### src/rtl/vctr_frame_decoder.sv
// Frame decoder for the vector controller: turns UART byte strobes into register writes.
// Frames are SYNC_BYTE, address, data; bad addresses and stalled frames are dropped and flagged.
module vctr_frame_decoder #(
  parameter logic [7:0]  SYNC_BYTE      = 8'hA5,
  parameter int unsigned NUM_REGS       = 4,
  parameter int unsigned TIMEOUT_CYCLES = 40000
) (
  input  logic                    clock,
  input  logic                    nrst,
  input  logic [7:0]              rx_data,
  input  logic                    rx_valid,
  output logic [8*NUM_REGS-1:0]   regs_flat,
  output logic                    frame_valid,
  output logic [7:0]              frame_addr,
  output logic [7:0]              frame_data,
  output logic                    frame_err,
  output logic [1:0]              err_code,
  output logic [7:0]              frame_cnt
);

  localparam logic [15:0] TmoLimit = 16'(TIMEOUT_CYCLES);
  localparam logic [1:0]  ErrAddr  = 2'b01;
  localparam logic [1:0]  ErrTmo   = 2'b10;

  typedef enum logic [1:0] {StIdle, StAddr, StData} state_e;

  state_e      state_q, state_d;
  logic [15:0] tmo_q, tmo_d;
  logic [15:0] tmo_inc;
  logic        tmo_hit;
  logic [7:0]  addr_q;
  logic        addr_ok;

  logic        do_latch, do_write, do_bad, do_tmo;

  logic [7:0]  regs_q [NUM_REGS];
  logic        frame_valid_q, frame_err_q;
  logic [7:0]  frame_addr_q, frame_data_q, frame_cnt_q;
  logic [1:0]  err_code_q;

  // A byte on the limit cycle wins over the timeout, so the hit is qualified by !rx_valid.
  assign tmo_inc = tmo_q + 16'd1;
  assign tmo_hit = !rx_valid && (tmo_inc == TmoLimit);
  assign addr_ok = ({24'd0, addr_q} < NUM_REGS);

  // State register
  always_ff @(posedge clock or posedge nrst) begin
    if (nrst) begin
      state_q <= StIdle;
      tmo_q   <= '0;
    end else begin
      state_q <= state_d;
      tmo_q   <= tmo_d;
    end
  end

  // Next-state logic; the counter is cleared by every accepted byte and held at zero in idle.
  always_comb begin
    state_d = state_q;
    tmo_d   = '0;
    unique case (state_q)
      StIdle: begin
        if (rx_valid && (rx_data == SYNC_BYTE)) state_d = StAddr;
      end
      StAddr: begin
        if (rx_valid)     state_d = StData;
        else if (tmo_hit) state_d = StIdle;
        else              tmo_d   = tmo_inc;
      end
      StData: begin
        if (rx_valid)     state_d = StIdle;
        else if (tmo_hit) state_d = StIdle;
        else              tmo_d   = tmo_inc;
      end
      default: state_d = StIdle;
    endcase
  end

  // Decoded actions for the datapath
  always_comb begin
    do_latch = 1'b0;
    do_write = 1'b0;
    do_bad   = 1'b0;
    do_tmo   = 1'b0;
    unique case (state_q)
      StIdle: ;
      StAddr: begin
        do_latch = rx_valid;
        do_tmo   = tmo_hit;
      end
      StData: begin
        do_write = rx_valid && addr_ok;
        do_bad   = rx_valid && !addr_ok;
        do_tmo   = tmo_hit;
      end
      default: ;
    endcase
  end

  always_ff @(posedge clock or posedge nrst) begin
    if (nrst) begin
      addr_q        <= '0;
      frame_valid_q <= 1'b0;
      frame_err_q   <= 1'b0;
      frame_addr_q  <= '0;
      frame_data_q  <= '0;
      frame_cnt_q   <= '0;
      err_code_q    <= '0;
      for (int unsigned k = 0; k < NUM_REGS; k++) regs_q[k] <= '0;
    end else begin
      frame_valid_q <= do_write;
      frame_err_q   <= do_bad || do_tmo;
      if (do_latch) addr_q <= rx_data;
      if (do_write) begin
        frame_addr_q <= addr_q;
        frame_data_q <= rx_data;
        frame_cnt_q  <= frame_cnt_q + 8'd1;
      end
      for (int unsigned k = 0; k < NUM_REGS; k++) begin
        if (do_write && (addr_q == 8'(k))) regs_q[k] <= rx_data;
      end
      if (do_bad)      err_code_q <= ErrAddr;
      else if (do_tmo) err_code_q <= ErrTmo;
    end
  end

  for (genvar g = 0; g < NUM_REGS; g++) begin : g_flat
    assign regs_flat[8*g +: 8] = regs_q[g];
  end

  assign frame_valid = frame_valid_q;
  assign frame_err   = frame_err_q;
  assign frame_addr  = frame_addr_q;
  assign frame_data  = frame_data_q;
  assign frame_cnt   = frame_cnt_q;
  assign err_code    = err_code_q;

endmodule

### config.mk
export PLATFORM = sky130hd
export DESIGN_NAME = vctr_frame_decoder
export DESIGN_NICKNAME = d
export VERILOG_FILES = /design/src/rtl/vctr_frame_decoder.sv
export SDC_FILE = /design/constraint.sdc
export NUM_CORES = 1
export LEC_CHECK = 0
export CORE_MARGIN = 2
export CORE_UTILIZATION = 34
export DETAILED_ROUTE_END_ITERATION = 10
export PLACE_DENSITY = 0.57
export SLEW_MARGIN = 20
export SYNTH_ARGS = -nofsm -noshare
export SYNTH_HDL_FRONTEND = slang
export SYNTH_SLANG_ARGS = --single-unit
### constraint.sdc
create_clock -name clock -period 2.8 [get_ports clock]
set_input_delay 0.42 -clock clock [delete_from_list [all_inputs] [get_ports clock]]
set_output_delay 0.42 -clock clock [all_outputs]
set_load 0.03 [all_outputs]
## Yosys cells after proc, flatten, opt, wreduce, memory -nomap -nowiden

Cells that the tools add are included.

- Register bits: 86
- Latch bits: 0
- Bits in writable memories: 0
- Bits in read-only memories: 0
- Input bits: 11
- Output and inout bits: 60
- Logic and storage cells: 53
- Memories kept: 0

- Add/sub/neg operators: 2
- Multiply operators: 0
- Divide/modulo/power cells: 0
- Magnitude comparators: 1
- Equal/unequal tests: 8
- Shift-type cells: 0
- Mux-type cells: 14
- Bitwise gates (word level): 0
- Reduce and logical (&&, ||, !) cells: 15

Operator list:

| kind | number |
|---|---|
| 16-bit two-way mux | 3 |
| 16-bit by 1-bit adder with 16-bit output, second input constant | 1 |
| 16-bit == test, second input constant | 1 |
| 8-bit by 2-bit == test with 1-bit output, second input constant | 2 |
| 2-bit two-way mux | 6 |
| 8-bit by 1-bit adder with 8-bit output, second input constant | 1 |
| 8-bit by 1-bit == test with 1-bit output, second input constant | 1 |
| 8-bit == test, second input constant | 1 |
| 1-bit logical AND | 8 |
| 8-bit zero test | 1 |
| 8-bit by 3-bit < comparator with 1-bit output, second input constant | 1 |
| 2-bit case mux with 3 select lines | 1 |
| 1-bit two-way mux | 4 |
| 2-bit by 1-bit == test with 1-bit output, second input constant | 1 |
| 2-bit == test, second input constant | 1 |
| 1-bit zero test | 2 |
| 2-bit zero test | 1 |
| 2-bit inequality test, second input constant | 1 |
| 2-bit nonzero test | 1 |
| 2-bit OR reduction | 1 |
| 1-bit logical OR | 1 |

## Depth between registers and ports, before layout

Gate-level depths: netlist of the first run.

- Depth after elaboration: 6
- Mapped depth: 7
- Depth with buffers taken out: 7

## Worst setup path after synthesis of the first run

OpenSTA, ideal clock, no wires.

- Path kind: register to register
- From: register tmo_q[0]
- To: register err_code_q[0] (netlist: err_code[0])
- Library setup time: 0.118 ns
- Arrival time: 2.025 ns
- Required time: 2.682 ns
- Setup slack: 0.657 ns
- Stages on the path, launching flop included: 7
- Buffers on the path: 0
- Period minus slack after synthesis: 2.143 ns
- Cell sequence: dfrtp_1 ha_1 or4b_1 a21o_1 a221oi_2 nand4_1 a21o_1

- Word-level cells in the longest chain between the ends: 5

Ends and longest elaborated chain:

| item | line | text |
|---|---|---|
| from (decl) | 28 | `logic [15:0] tmo_q, tmo_d;` |
| from (signal assigned) | 53 | `tmo_q <= tmo_d;` |
| 16-bit by 1-bit adder with 16-bit output | 42 | `assign tmo_inc = tmo_q + 16'd1;` |
| 16-bit == test | 43 | `assign tmo_hit = !rx_valid && (tmo_inc == TmoLimit);` |
| 1-bit logical AND | 43 |  |
| 1-bit two-way mux | 85 | `unique case (state_q)` |
| 2-bit nonzero test (no source line) | - |  |
| to (signal assigned) | 122 | `if (do_bad) err_code_q <= ErrAddr;` |
| to (signal assigned) | 123 | `else if (do_tmo) err_code_q <= ErrTmo;` |
| to (decl) | 39 | `logic [1:0] err_code_q;` |

No other way between the ends.
A chain may end at the register's enable or synchronous reset.

## Worst setup path in the final report of the first run

Same ends and word-level chain as after synthesis.

==> results of run 1 <==
[per-layer routing]
layer  vias up  track usage  wire (µm)
met5         -            0          0
met4         0      0.04945        109
met3         7      0.03797        301
met2        54       0.2192       3572
met1      1296       0.1959       3952
li1       1250            -          -
[where the power goes]
part	internal (mW)	total (mW)	switching, mW
sequential	1.44	1.58	0.147
clock	0.434	0.925	0.491
combinational	0.400	0.925	0.525
total	2.27	3.43	1.16
[placed cells by master, fill, tap and decap left out, types with 6 or more instances in the layout]
cell type,Yosys,routed
clkbuf_8,0,9
dfrtp_1,86,86
buf_4,0,9
a21oi_1,6,6
nor2_1,23,23
clkdlybuf4s50_1,0,70
and2_1,6,6
ha_1,7,7
o21ai_0,7,7
nand3_1,11,11
mux2_2,40,40
xnor2_1,16,16
nor3_1,6,6
nand4_1,8,8
inv_1,12,11
xor2_1,7,7
nand2_1,43,43
[worst reg2reg max path, cell delays in order (launching register included)]
cell	delay, ns
dfrtp_1	0.49
ha_1	0.33
nand3_1	0.21
nor3_1	0.39
and3_1	0.23
o2111a_1	0.24
nand4_1	0.16
a21o_1	0.22
[worst min path at each step]
| stage | from | slack [ns] | to |
|---|---|---|---|
| after global placement | err_code[0] | 0.46 | err_code[0] |
| after detailed placement | frame_cnt[7] | 0.47 | frame_cnt[7] |
| after floorplan | addr_q[4] | 0.48 | addr_q[4] |
| final | nrst | 0.47 | tmo_q[11] |
| after CTS | nrst | 0.48 | tmo_q[11] |
| after global routing | nrst | 0.51 | frame_cnt[3] |
[layout make-up]
| cell class | instances | area (µm²) |
|---|---|---|
| clock inverter | 7 | 91.34 |
| timing repair buffer | 80 | 788.3 |
| tap | 140 | 175.2 |
| multi-input combinational | 211 | 1483 |
| fill | 1051 | 5882 |
| sequential | 86 | 2152 |
| clock buffer | 9 | 123.9 |
| inverter | 13 | 50.05 |
[kinds of logic (layout without fill, tap and decap cells)]
group                      count (synthesis)  in the layout
AOI/OAI and AO/OA                         22             22
DFF                                       86             86
buffers and inverters                     21            109
muxes                                     40             40
adders and majority gates                  7              7
xor gates and xnor gates                  23             23
and+or+nand+nor                          119            119
[registers in the layout, indices dropped and copies added, names as in the netlist]
signal	cells
frame_data	8
frame_valid	1
err_code	2
addr_q	8
frame_addr	8
regs_flat	32
frame_err	1
tmo_q	16
frame_cnt	8
state_q	2
[metrics by stage]
step | util | hold slack [ns] | std cells | worst slack [ns]
after global routing | 0.4526 | 0.5072 | 546 | 0.1720
after CTS | 0.4526 | 0.4815 | 546 | 0.4085
final | 0.4526 | 0.4719 | 546 | 0.4310
after global placement | 0.4326 | 0.4602 | 530 | 0.2868
after detailed placement | 0.4326 | 0.4655 | 530 | 0.2793
after floorplan | - | 0.4798 | 318 | 0.1582
==> metrics.md, run 1 <==
| Metric | Value |
|---|---|
| Cell Rows | 38 |
| Post-synthesis cell count | 318 |
| Multiplexer share of the synthesized area | 0.1213 |
| Syn_nets | 336 |
| Most area-hungry cell type in the Yosys netlist | dfrtp_1 |
| Most frequent cells after synthesis | dfrtp_1 (86), nand2_1 (43), mux2_2 (40) |
| Vias in the first global route | 2555 |
| Area Growth Syn to Fin | 30.96% |
| Minimum period implied by the final worst setup slack | 2.369 ns |
| Post-synthesis async set-or-reset flop share | 1.000 |
| Maximum buffer depth of the clock tree | 2 |
| Synth Area in Adders | 0.02358 |
| Worst Setup Start Kind | flip-flop |
| Total wirelength of the detailed-routed design | between 7000 and 8000 µm |
| Post-synth EDFFs | 0 |
| Core Footprint | 10750 µm² |
| Post-route DRC | 0 |
| Number of nets in the layout | 419 |
| Critical Path Slowest Stage Cell | dfrtp_1 |
| Ratio of final minimum period to clock period | 0.8461 |
| Main synth FF type | dfrtp_1 |
| Post-DR wirelength/cell | 14.53 µm |
| Final count of pins violating max slew | 0 |
| YS warnings | 0 |
| Number of post-CTS setup repair buffers | 0 |
| Area of the die | 11770 µm² |
| Placed cell area | 4648 µm² |
| Launch instance of the worst register-to-register path | tmo_q[0] |
| Final instance area | 4863 µm² |
| CP peak stage delay | 0.49 ns |
| H-tree depth reported by CTS | 3 |
| Total GRT Usage | 0.1430 |
| Wire length of the first global-routing pass | 12800 µm |
| Vias | 2607 |
| Number of distinct library cell variants in the gate-level netlist after synthesis | 42 |
| Master cell of the clock root buffer | clkbuf_8 |
| Detailed placer's ending HPWL | 5689 µm |
| Final GP Congestion | slightly above 0.8 |
| Average instance area after synthesis | 11.68 µm² |
| Num CTS Buffers | 9 |
| Static Leak | 2.226 nW |
| Number of storage elements in the synthesis netlist | 86 |
| R2R setup slack | 0.43 ns |
| Number of vias per cell after detailed routing | ~4.8 |
| Critical path type | flip-flop to flip-flop |
| Die Y | around 110 µm |
| Detail Route Antenna Nets | 0 |
| Setup tns final | 0 ns |
| Initial antenna violation count | 0 |
| Starting utilization of the core area | 0.3456 |
| Finish-stage setup viols | 0 |
| Arrival time of data at the critical path endpoint | 2.62 ns |
| Worst VDD drop | 0.3631 mV |
| Power per Cell Area | 706.2 nW/µm² |
| Number of hold buffers added after cts | 0 |
| Register area share after synthesis | 0.5795 |
| Die W | 108.5 µm |
| Post-synthesis cell area | 3714 µm² |
| Clock Skew | between 0.009 and 0.01 ns |
| Crit. End Element | flip-flop |
| Reg-to-Reg End | err_code[0] |
| Transition at the pin with the smallest max-transition slack | about 0.5 ns |
| Clock insertion delay at the later pin of the skew report | 0.36 ns |
| Path type of the worst min-delay path | primary input to async pin |
| Number of DRC violations after detailed-routing iteration 0 | 101 |
| Number of top-level design ports | 71 |
| Kind of cell adding the most delay to the critical path | simple AND/OR/NAND/NOR gates |
| Worst setup path end | err_code[0] |
| Number of failing hold endpoints at the final stage | 0 |
| Clock slew seen by the registers of the worst setup and hold paths | 0.09 ns |
| Maximum number of pins on one net before global-route repair | 87 |
| Total chip power | ~3.4 mW |
| Unrepaired setup endpoints after global routing | no |
| Top post-synthesis cells by area | dfrtp_1 (58%), mux2_2 (12%), nand2_1 (4.3%) |
| Overall overflow remaining after global route | 0 |
| Fraction of the mapped netlist area in simple logic gates | 0.1611 |
| Most used standard cell by instance count after synthesis | dfrtp_1 |
| Launch point of the worst path | tmo_q[0] |
| Input/output buffers | 70 |
| Max Clock Freq | 422.1 MHz |
| R2R cell count | 7 |
| Critical path buffers and inverters | 0 |
| Worst slew margin relative to its limit | 0.6591 |
| Worst Path Max Fanout | 7 |
| Outcome | completed |
| CP Depth | 7 |
| Fraction of post-synthesis cell area in the top cell type by area | 0.5795 |
| Ant diodes | 0 |
| Cells along the critical path | ha_1 -> nand3_1 -> nor3_1 -> and3_1 -> o2111a_1 -> nand4_1 -> a21o_1 |
| Number of detailed-route iterations in the first pass | 4 |
| Compound-cell area share of the yosys netlist | 0.03908 |
| Count of max-cap constraint violations | 0 |
| Fraction of synthesized cell area in xor and xnor cells | 0.05425 |
| TritonCTS clock tree | yes |
| Proportion of layout cells with a drive suffix above 1 | 0.1872 |
| CP Data Required Time | just over 3 ns |
| Total number of clock tree sinks | 86 |
| Largest family of logic cells by synthesized area | simple AND/OR/NAND/NOR gates |
| Count of cells resized by post-cts repair | 0 |
(Power assumes the default switching activity.)
==> run 2, diff against run 1 <==
Settings changed: PLACE_DENSITY 0.57 to 0.55.
Clock period 2.8 ns to 2.4 ns, I/O delays scaled along.
==> metrics.md, run 2 (synthesis results as in run 1) <==
| Metric | Value |
|---|---|
| Area of the die | 11770 µm² (unchanged) |
| Total chip power | 4.033 mW (+17%) |
| Number of vias per cell after detailed routing | 4.747 (-0.58%) |
| Sequential share of power | 0.457 (-0.004) |
| Number of detailed-route iterations in the first pass | 4 (unchanged) |
| Critical path type | flip-flop to flip-flop |
| Vias | 2644 (+1.4%) |
| Input/output buffers | 70 (unchanged) |
| Proportion of layout cells with a drive suffix above 1 | 0.2158 (+0.02864) |
| Ant diodes | 0 (unchanged) |
| Placed cell area | 4733 µm² (+1.8%) |
| Wire length of the first global-routing pass | 13390 µm (+4.6%) |
| Clock network fraction of total power | 0.266 (-0.003) |
| Count of max-cap constraint violations | 0 (unchanged) |
| Number of top-level design ports | 71 (unchanged) |
| Detail Route Antenna Nets | 0 (unchanged) |
| Final instance area | 4954 µm² (+1.9%) |
| Total GRT Usage | 0.1472 (+0.004272) |
| Cell Rows | 38 (unchanged) |
| Worst setup path end | err_code[0] |
| Outcome | completed |
| Top library cells by usage in the layout, fill and taps aside | dfrtp_1 (84), clkdlybuf4s50_1 (70), nand2_1 (43), mux2_2 (40), nor2_1 (23) |
| Core Footprint | 10750 µm² (unchanged) |
| Worst Path Max Fanout | 7 (unchanged) |
| Overall overflow remaining after global route | 0 (unchanged) |
| Arrival time of data at the critical path endpoint | 2.49 ns (-0.13 ns) |
| Number of hold buffers added after cts | 0 (unchanged) |
| Max Clock Freq | 445.3 MHz (+5.5%) |
| Total of fill cells in the finished design | 1033 (-1.7%) |
| Met2 global-route usage | 0.2170 (-0.002232) |
| Met1 track demand over resource in global routing | 0.2097 (+0.01374) |
| Initial antenna violation count | 0 (unchanged) |
| Dpl cells | 541 (+2.1%) |
| Final count of pins violating max slew | 0 (unchanged) |
| TritonCTS clock tree | yes |
| H-tree depth reported by CTS | 3 (unchanged) |
| Ratio of final minimum period to clock period | 0.9357 (+0.08967) |
| R2R cell count | 6 (-1) |
| Launch point of the worst path | tmo_q[1] |
| Register area | 2155 µm² (+0.12%) |
| Most common cell after layout, fill and taps aside | dfrtp_1 |
| Cells along the critical path | ha_2 -> or4b_1 -> a21o_1 -> a221oi_2 -> nand4_1 -> a21o_1 |
| Non-filler instance count after layout | 557 (+2.0%) |
| Max reg flops | 32 (unchanged) |
| Post-route DRC | 0 (unchanged) |
| Fraction of power consumed by combinational cells | 0.277 (+0.008) |
| Worst slew margin relative to its limit | 0.6913 (+0.03221) |
| Most frequent cell on the critical path | a21o_1 |
| GRT busiest layer | met2 |
| Minimum period implied by the final worst setup slack | 2.246 ns (-0.1232 ns) |
| Clock insertion delay at the later pin of the skew report | 0.35 ns (about the same) |
| CP Data Required Time | 2.64 ns (-0.41 ns) |
| Total number of clock tree sinks | 86 (unchanged) |
| Maximum number of pins on one net before global-route repair | 28 (-68%) |
| Reg-to-Reg End | err_code[0] |
| Int Pwr | 2.679 mW (+18%) |
| Die Y | 108.5 µm (unchanged) |
| Number of nets in the layout | 430 (+2.6%) |
| Clock Skew | 0.01604 ns (+0.007009 ns) |
| Share of total power consumed by net switching | 0.3358 (-0.002767) |
| Worst Setup Start Kind | flip-flop |
| Area occupied by multi-input gates | 1485 µm² (+0.17%) |
| Unrepaired setup endpoints after global routing | no |
| Starting utilization of the core area | 0.3456 (unchanged) |
| Total wirelength of the detailed-routed design | 8084 µm (+1.9%) |
| Utilization after layout | 0.4610 (+0.008384) |
| Count of cells resized by post-cts repair | 0 (unchanged) |
| Maximum buffer depth of the clock tree | 2 (unchanged) |
| Area Growth Syn to Fin | 33.39% |
| Finish-stage setup viols | 0 (unchanged) |
| Post-DR wirelength/cell | 14.51 µm (-0.13%) |
| Detailed placer's ending HPWL | 5966 µm (+4.9%) |
| Final GP Congestion | 0.8680 (+5.5%) |
| Clock slew seen by the registers of the worst setup and hold paths | 0.09 ns (about the same) |
| Number of post-CTS setup repair buffers | 0 (unchanged) |
| Master cell of the clock root buffer | clkbuf_8 |
| R2R setup slack | 0.15 ns (-0.28 ns) |
| Vias in the first global route | 2625 (+2.7%) |
| Power per Cell Area | 814.2 nW/µm² (+15%) |
| Path type of the worst min-delay path | primary input to async pin |
| Crit. End Element | flip-flop |
| Die W | 108.5 µm (unchanged) |
| CP peak stage delay | 0.51 ns (+0.02 ns) |
| Critical Path Slowest Stage Cell | or4b_1 |
| Number of failing hold endpoints at the final stage | 0 (unchanged) |
| Launch instance of the worst register-to-register path | tmo_q[1] |
| Static Leak | 2.271 nW (+2.0%) |
| Number of DRC violations after detailed-routing iteration 0 | 91 (-9.9%) |
| Switching component of the power | 1.355 mW (+16%) |
| Num CTS Buffers | 9 (unchanged) |
| Worst VDD drop | 0.3437 mV (-5.3%) |
| Setup tns final | 0 ns (unchanged) |
| Transition at the pin with the smallest max-transition slack | 0.4621 ns (-0.04218 ns) |
| Met3 usage | 0.03255 (-0.005425) |
run 2: cell types whose count changed in the layout (fill, tap and decap cells not counted), sizes merged:
| cell | before | now |
|---|---|---|
| buf | 10 | 21 |
| clkinvlp | 1 | 2 |
| clkinv | 4 | 3 |
run 2: how the worst min path moves through the flow:
stage | slack, ns | start | endpoint
detailed placement | 0.46 | frame_data[6] | frame_data[6]
global route | 0.42 | nrst | tmo_q[5]
finish | 0.38 | nrst | tmo_q[6]
global placement | 0.46 | frame_data[6] | frame_data[6]
floorplan | 0.47 | rx_data[0] | frame_data[0]
CTS | 0.37 | nrst | tmo_q[6]
run 2: cell type report:
type / count / share of cell area
clock buffer: 9 / 0.02501
clock inverter: 7 / 0.01844
inverter: 13 / 0.01061
multi-input combinational: 211 / 0.2998
sequential: 86 / 0.4350
tap: 140 / 0.03536
timing repair buffer: 91 / 0.1758
run 2: stage by stage:
step | hold slack [ns] | setup slack, ns
global route | 0.4222 | 0.006192
global placement | 0.4590 | 0.1041
CTS | 0.3749 | 0.06917
finish | 0.3815 | 0.1542
detailed placement | 0.4624 | 0.08183
floorplan | 0.4654 | 0.2567
run 2: routing by layer:
layer  up-vias  part of all wire  routed length, µm
met5         -                 0                  0
met4         0             0.017                136
met3         9             0.044                356
met2        56              0.46               3735
met1      1308              0.48               3856
li1       1271                 -                  -
run 2: power by group through the flow:
stage / Clock [mW] / Combinational [mW] / Sequential (mW)
after floorplan: 0 / 0.424 / 2.10
after global placement: 0 / 1.12 / 1.87
after detailed placement: 0 / 1.13 / 1.87
after CTS: 1.12 / 1.13 / 1.85
after global routing: 1.20 / 1.22 / 1.88
final: 1.07 / 1.12 / 1.84
run 2: critical path: cells and delay by family (launching register included):
kind / cells / cell delay, ns
AO/OA/AOI/OAI: 3 / 0.74
AND/OR/NAND/NOR: 2 / 0.70
flip-flops: 1 / 0.46
adder cells (fa/ha/maj): 1 / 0.23
==> RTL edit 1, RTL diff (settings of run 1) <==
Make the reset (`nrst`) synchronous in 2 clocked blocks.
--- a/src/rtl/vctr_frame_decoder.sv
+++ b/src/rtl/vctr_frame_decoder.sv
@@ -46,3 +46,3 @@
   // State register
-  always_ff @(posedge clock or posedge nrst) begin
+  always_ff @(posedge clock) begin
     if (nrst) begin
@@ -99,3 +99,3 @@
 
-  always_ff @(posedge clock or posedge nrst) begin
+  always_ff @(posedge clock) begin
     if (nrst) begin
Check against the original RTL: differs if nrst is asserted again (counterexample within 4 cycles, from zero or initial values and one cycle with nrst high); with nrst held inactive, the same outputs for 10 cycles.
==> RTL edit 1 against run 1 <==
  * Synthesized cell count grew 13%
  * Global-route usage is 0.44 points higher
  * Non-clock buffer count is 4 higher
  * Setup slack improved by 0.085 ns
  * Clock skew increased by 0.0014 ns
  * Count of clock-buffer cells in the layout is the same
  * Via count is 7.2% higher
  * Largest cell class unchanged
  * Wire length rose by 4.1%
  * Design area decreased by 1.1%
  * Cell count up 6.4%
  * Area after synthesis decreased by 0.44%
  * Sequential cell count did not move
Power is not compared: it rests on default switching activity, and its combinational part moved more than twofold at a synthesized area within 25%.
==> RTL edit 1: results (changes against run 1) <==
[grt]
grt_pass1_wl_mm=13.5  ; +5.2%
grt_max_degree=23  ; -74%
track_usage=0.147  ; +0.00437
grt_pass1_vias=2631  ; +3.0%

[outcome]
outcome=completed

[logic_synthesis]
ys_seq_area_frac=0.552  ; -0.0272
post_synth_fa_ha_maj_area_fraction=0.0203  ; -0.00328
synthTopCellsByCount=dfxtp_1, nand2_1, and2_1, edfxtp_1, a21oi_1
synth.area.mux_share=0.00271  ; -0.119
async_flop_share=0  ; -1.00
synth_cells=358  ; +13%
synth.distinct_cells=53  ; +26%
synth_area_leaders=dfxtp_1, edfxtp_1, and2_1, nand2_1, a21oi_1
synth-xor-area-share=0.0426  ; -0.0116
synth-compound-area-share=0.102  ; +0.0628
synth_edf_count=32  ; +32
syn_nets=375  ; +12%

[layout]
finalNonFillerCells=581  ; +6.4%
largest_registers=regs_q x32, tmo_q x16
layout.nets=453  ; +8.1%
drive_gt1_frac=0.122  ; -0.0647
fillCellCount=1053  ; +0.19%

[sta]
tightest_slew_ns=0.722  ; +0.218 ns
clock_skew_ns=0.0105  ; +0.00143 ns

[place]
dpl_worst_slack_ns=0.410  ; +0.130 ns
placed_cells=565  ; +6.6%
hpwl_mm=5.71  ; +0.36%
gp_congestion=0.792  ; -3.7%
placed_area_um2=4580  ; -1.5%

[critical_path]
critPathMaxStageDelay_ns=0.44  ; -0.05 ns
cp_slowest_cell=dfxtp_1
arrival_ns=2.49  ; -0.13 ns

[clock_network]
postCtsSetupBuffers=0  ; unchanged
clkTransAtPathRegs_ns=0.09  ; about the same

[pwr]
internal-power_w=0.00190
peakVddDrop_mv=0.305

[worst_hold_path]
min_path_type=reg2reg

[route]
drt-total-wl_mm=8.26  ; +4.1%
initialDrtViolationCount=148  ; +47%
vias=2796  ; +7.2%

==> RTL edit 1: cell count changes after synthesis, moves of 4 or more <==
| cell | run 1 | this run |
|---|---|---|
| dfxtp_1 | 0 | 54 |
| mux2_2 | 40 | 0 |
| a21oi_1 | 6 | 27 |
| dfrtp_1 | 86 | 0 |
| and2_1 | 6 | 39 |
| nand3_1 | 11 | 16 |
| nand2b_1 | 0 | 5 |
| xnor2_1 | 16 | 11 |
| nor2_2 | 1 | 5 |
| edfxtp_1 | 0 | 32 |
==> RTL edit 1: power groups by stage <==
stage	Sequential, W	Clock (W)	Combinational (W)
global placement	0.00135	0	0.000175
detailed placement	0.00135	0	0.000176
finish	0.00132	0.00100	0.000176
floorplan	0.00139	0	0.0000586
global route	0.00133	0.00108	0.000191
CTS	0.00133	0.00103	0.000176
==> RTL edit 1: final timing paths <==
check	from	to	slack, ns	cells after the start
min	addr_q[3]	addr_q[3]	0.46	2
max	tmo_q[0]	state_q[1]	0.52	7
max reg2reg	tmo_q[0]	state_q[1]	0.52	7
min reg2reg	addr_q[3]	addr_q[3]	0.46	2
==> RTL edit 1: per-layer routing <==
| layer | vias to the layer above | track usage | wire, um |
|---|---|---|---|
| met2 | 76 | 0.213 | 3610 |
| li1 | 1391 | - | - |
| met1 | 1317 | 0.212 | 4060 |
| met3 | 12 | 0.0319 | 428 |
| met5 | - | 0 | 0 |
| met4 | 0 | 0.0623 | 155 |
==> RTL edit 1: logic make-up (layout without fill, tap and decap cells) <==
| kind of cell | Yosys count | in the layout |
|---|---|---|
| AOI/OAI and AO/OA | 53 | 53 |
| xor gates and xnor gates | 18 | 18 |
| adders and majority gates | 6 | 6 |
| buffers and inverters | 26 | 109 |
| DFF | 86 | 86 |
| muxes | 1 | 1 |
| and+or+nand+nor | 168 | 168 |
==> RTL edit 1: layout make-up <==
class | instances | area, um2 | area share
clock buffers | 9 | 124 | 0.0257
clock inverters | 7 | 103 | 0.0213
inverters | 9 | 33.8 | 0.00702
multi-input cells | 246 | 1530 | 0.318
flip-flops and latches | 86 | 2040 | 0.424
well taps | 140 | 175 | 0.0364
repair buffers | 84 | 806 | 0.167
==> RTL edit 1: worst register-to-register path, cell delays in order (launching register included) <==
cell and delay, ns:
dfxtp_1 0.44, ha_1 0.35, nand3_1 0.18, nor3_1 0.36, nand4_1 0.21, a211oi_4 0.33
and2_4 0.21, a211oi_2 0.06
==> RTL edit 2, RTL diff (config.mk and constraints of run 1) <==
Made on the original files. The parameter `NUM_REGS` goes from 4 to 2.
--- a/src/rtl/vctr_frame_decoder.sv
+++ b/src/rtl/vctr_frame_decoder.sv
@@ -4,3 +4,3 @@
   parameter logic [7:0]  SYNC_BYTE      = 8'hA5,
-  parameter int unsigned NUM_REGS       = 4,
+  parameter int unsigned NUM_REGS       = 2,
   parameter int unsigned TIMEOUT_CYCLES = 40000
Ports: changed (resized regs_flat); port bits go from 71 to 55. No check against the original RTL was run, so the function may have changed too.
==> RTL edit 2 against run 1 <==
  * Power is 20% lower
  * Core utilization grew 0.23 points
  * Wire length shrank 18%
  * Sequential cell count fell by 16
  * Count of clock-buffer cells in the layout up 1
  * Area after synthesis is 17% lower
  * Sequential share of layout area down 0.31 points
  * Global-route usage about the same
  * Critical path depth rose by 1
  * Setup slack lost 0.11 ns
  * Sequential power shrank 21%
  * Clock power shrank 11%
  * Die area fell by 16%
  * Design area is 18% lower
  * Largest power group unchanged
  * Highest routed layer unchanged
==> RTL edit 2: results (changes against run 1) <==
[grt]
globalRouteMet1Util=0.193  ; -0.00323
grt_pass1_wl_mm=11.1  ; -13%
track_usage=0.143  ; -0.000280
gr-usage-met2=0.218  ; -0.000901
grt_max_degree=71  ; -18%
use_met3=0.0394  ; +0.00138
grt_pass1_vias=2238  ; -12%

[logic_synthesis]
synth-xor-area-share=0.0594  ; +0.00512
synthTopCellsByCount=dfrtp_1, nand2_1, nor2_1, mux2_2, nand3_1
synth-compound-area-share=0.0481  ; +0.00898
synth.area.mux_share=0.0872  ; -0.0341
synth_area_leaders=dfrtp_1, mux2_2, nand2_1, xnor2_1, nor2_1
syn_nets=298  ; -11%
synth_ff_type=dfrtp_1
post_synth_fa_ha_maj_area_fraction=0.0283  ; +0.00469
ys_seq_area_frac=0.565  ; -0.0141
synth.distinct_cells=39  ; -7.1%

[critical_path]
critPathMaxStageDelay_ns=0.57  ; +0.08 ns
arrival_ns=2.71  ; +0.09 ns
cp_slowest_cell=or4_4
cp_max_fo=8  ; +1

[clock_network]
cts_resized=0  ; unchanged
worstSkewPairLatency_ns=0.34  ; -0.02 ns

[layout]
drive_gt1_frac=0.144  ; -0.0435
multi_input_area_um2=1260  ; -15%
fillCellCount=845  ; -20%
layout.nets=361  ; -14%

[route]
wl_met2_mm=2.98  ; -17%
wl_met1_mm=3.13  ; -21%
initialDrtViolationCount=94  ; -6.9%
post_drt_wl_per_cell_um=14.3  ; -1.9%
wl_met3_um=291  ; -3.3%
vias_per_cell=4.85  ; +1.5%

[place]
hpwl_mm=4.53  ; -20%
gp_congestion=0.872  ; +5.9%
placed_area_um2=3790  ; -19%
portBuffers=54  ; -23%

[sta]
clock_skew_ns=0.0108  ; +0.00176 ns
slew_headroom=0.722  ; +0.0628

[outcome]
outcome=completed

[worst_hold_path]
min_path_type=in2async

[pwr]
peakVddDrop_mv=0.303  ; -17%
p_leak_nw=1.82  ; -18%

RTL edit 2: kinds of logic (layout without fill, tap and decap cells):
logic type,Yosys count,after routing
xor+xnor,21,21
mux,24,24
buf+inv,18,86
fa+ha+maj,7,7
compound gates,20,20
simple gates,120,120
flops,70,70
RTL edit 2: stage by stage:
| step | power [W] | hold WS (ns) | std cells | setup WS [ns] |
|---|---|---|---|---|
| after global placement | 0.00194 | 0.459 | 440 | 0.367 |
| final | 0.00274 | 0.462 | 456 | 0.320 |
| after global routing | 0.00292 | 0.486 | 456 | 0.123 |
| after detailed placement | 0.00195 | 0.462 | 440 | 0.302 |
| after CTS | 0.00278 | 0.478 | 456 | 0.299 |
| after floorplan | 0.00171 | 0.480 | 280 | 0.603 |
RTL edit 2: power breakdown:
group          leakage, nW  internal (W)  switching, W  total [W]
sequential           0.948       0.00116     0.0000933    0.00125
clock               0.0931      0.000418      0.000402   0.000819
combinational        0.782      0.000302      0.000373   0.000675
total                 1.82       0.00188      0.000868    0.00274
RTL edit 2: area by class of cell:
cell class	count	area share
repair buffers	60	0.150
multi-input cells	192	0.317
flip-flops and latches	70	0.439
clock buffers	10	0.0320
clock inverters	6	0.0179
inverters	10	0.00942
well taps	108	0.0339
RTL edit 2: path summary, 6_finish.rpt:
path,startpoint,to,slack (ns),cells after the start
min in group clock,frame_cnt[7],frame_cnt[7],0.47,1
max in group asynchronous,nrst,tmo_q[5],2.01,3
max,tmo_q[0],tmo_q[2],0.32,8
min,nrst,frame_err,0.46,3
min reg2reg,frame_cnt[7],frame_cnt[7],0.47,1
max reg2reg,tmo_q[0],tmo_q[2],0.32,8
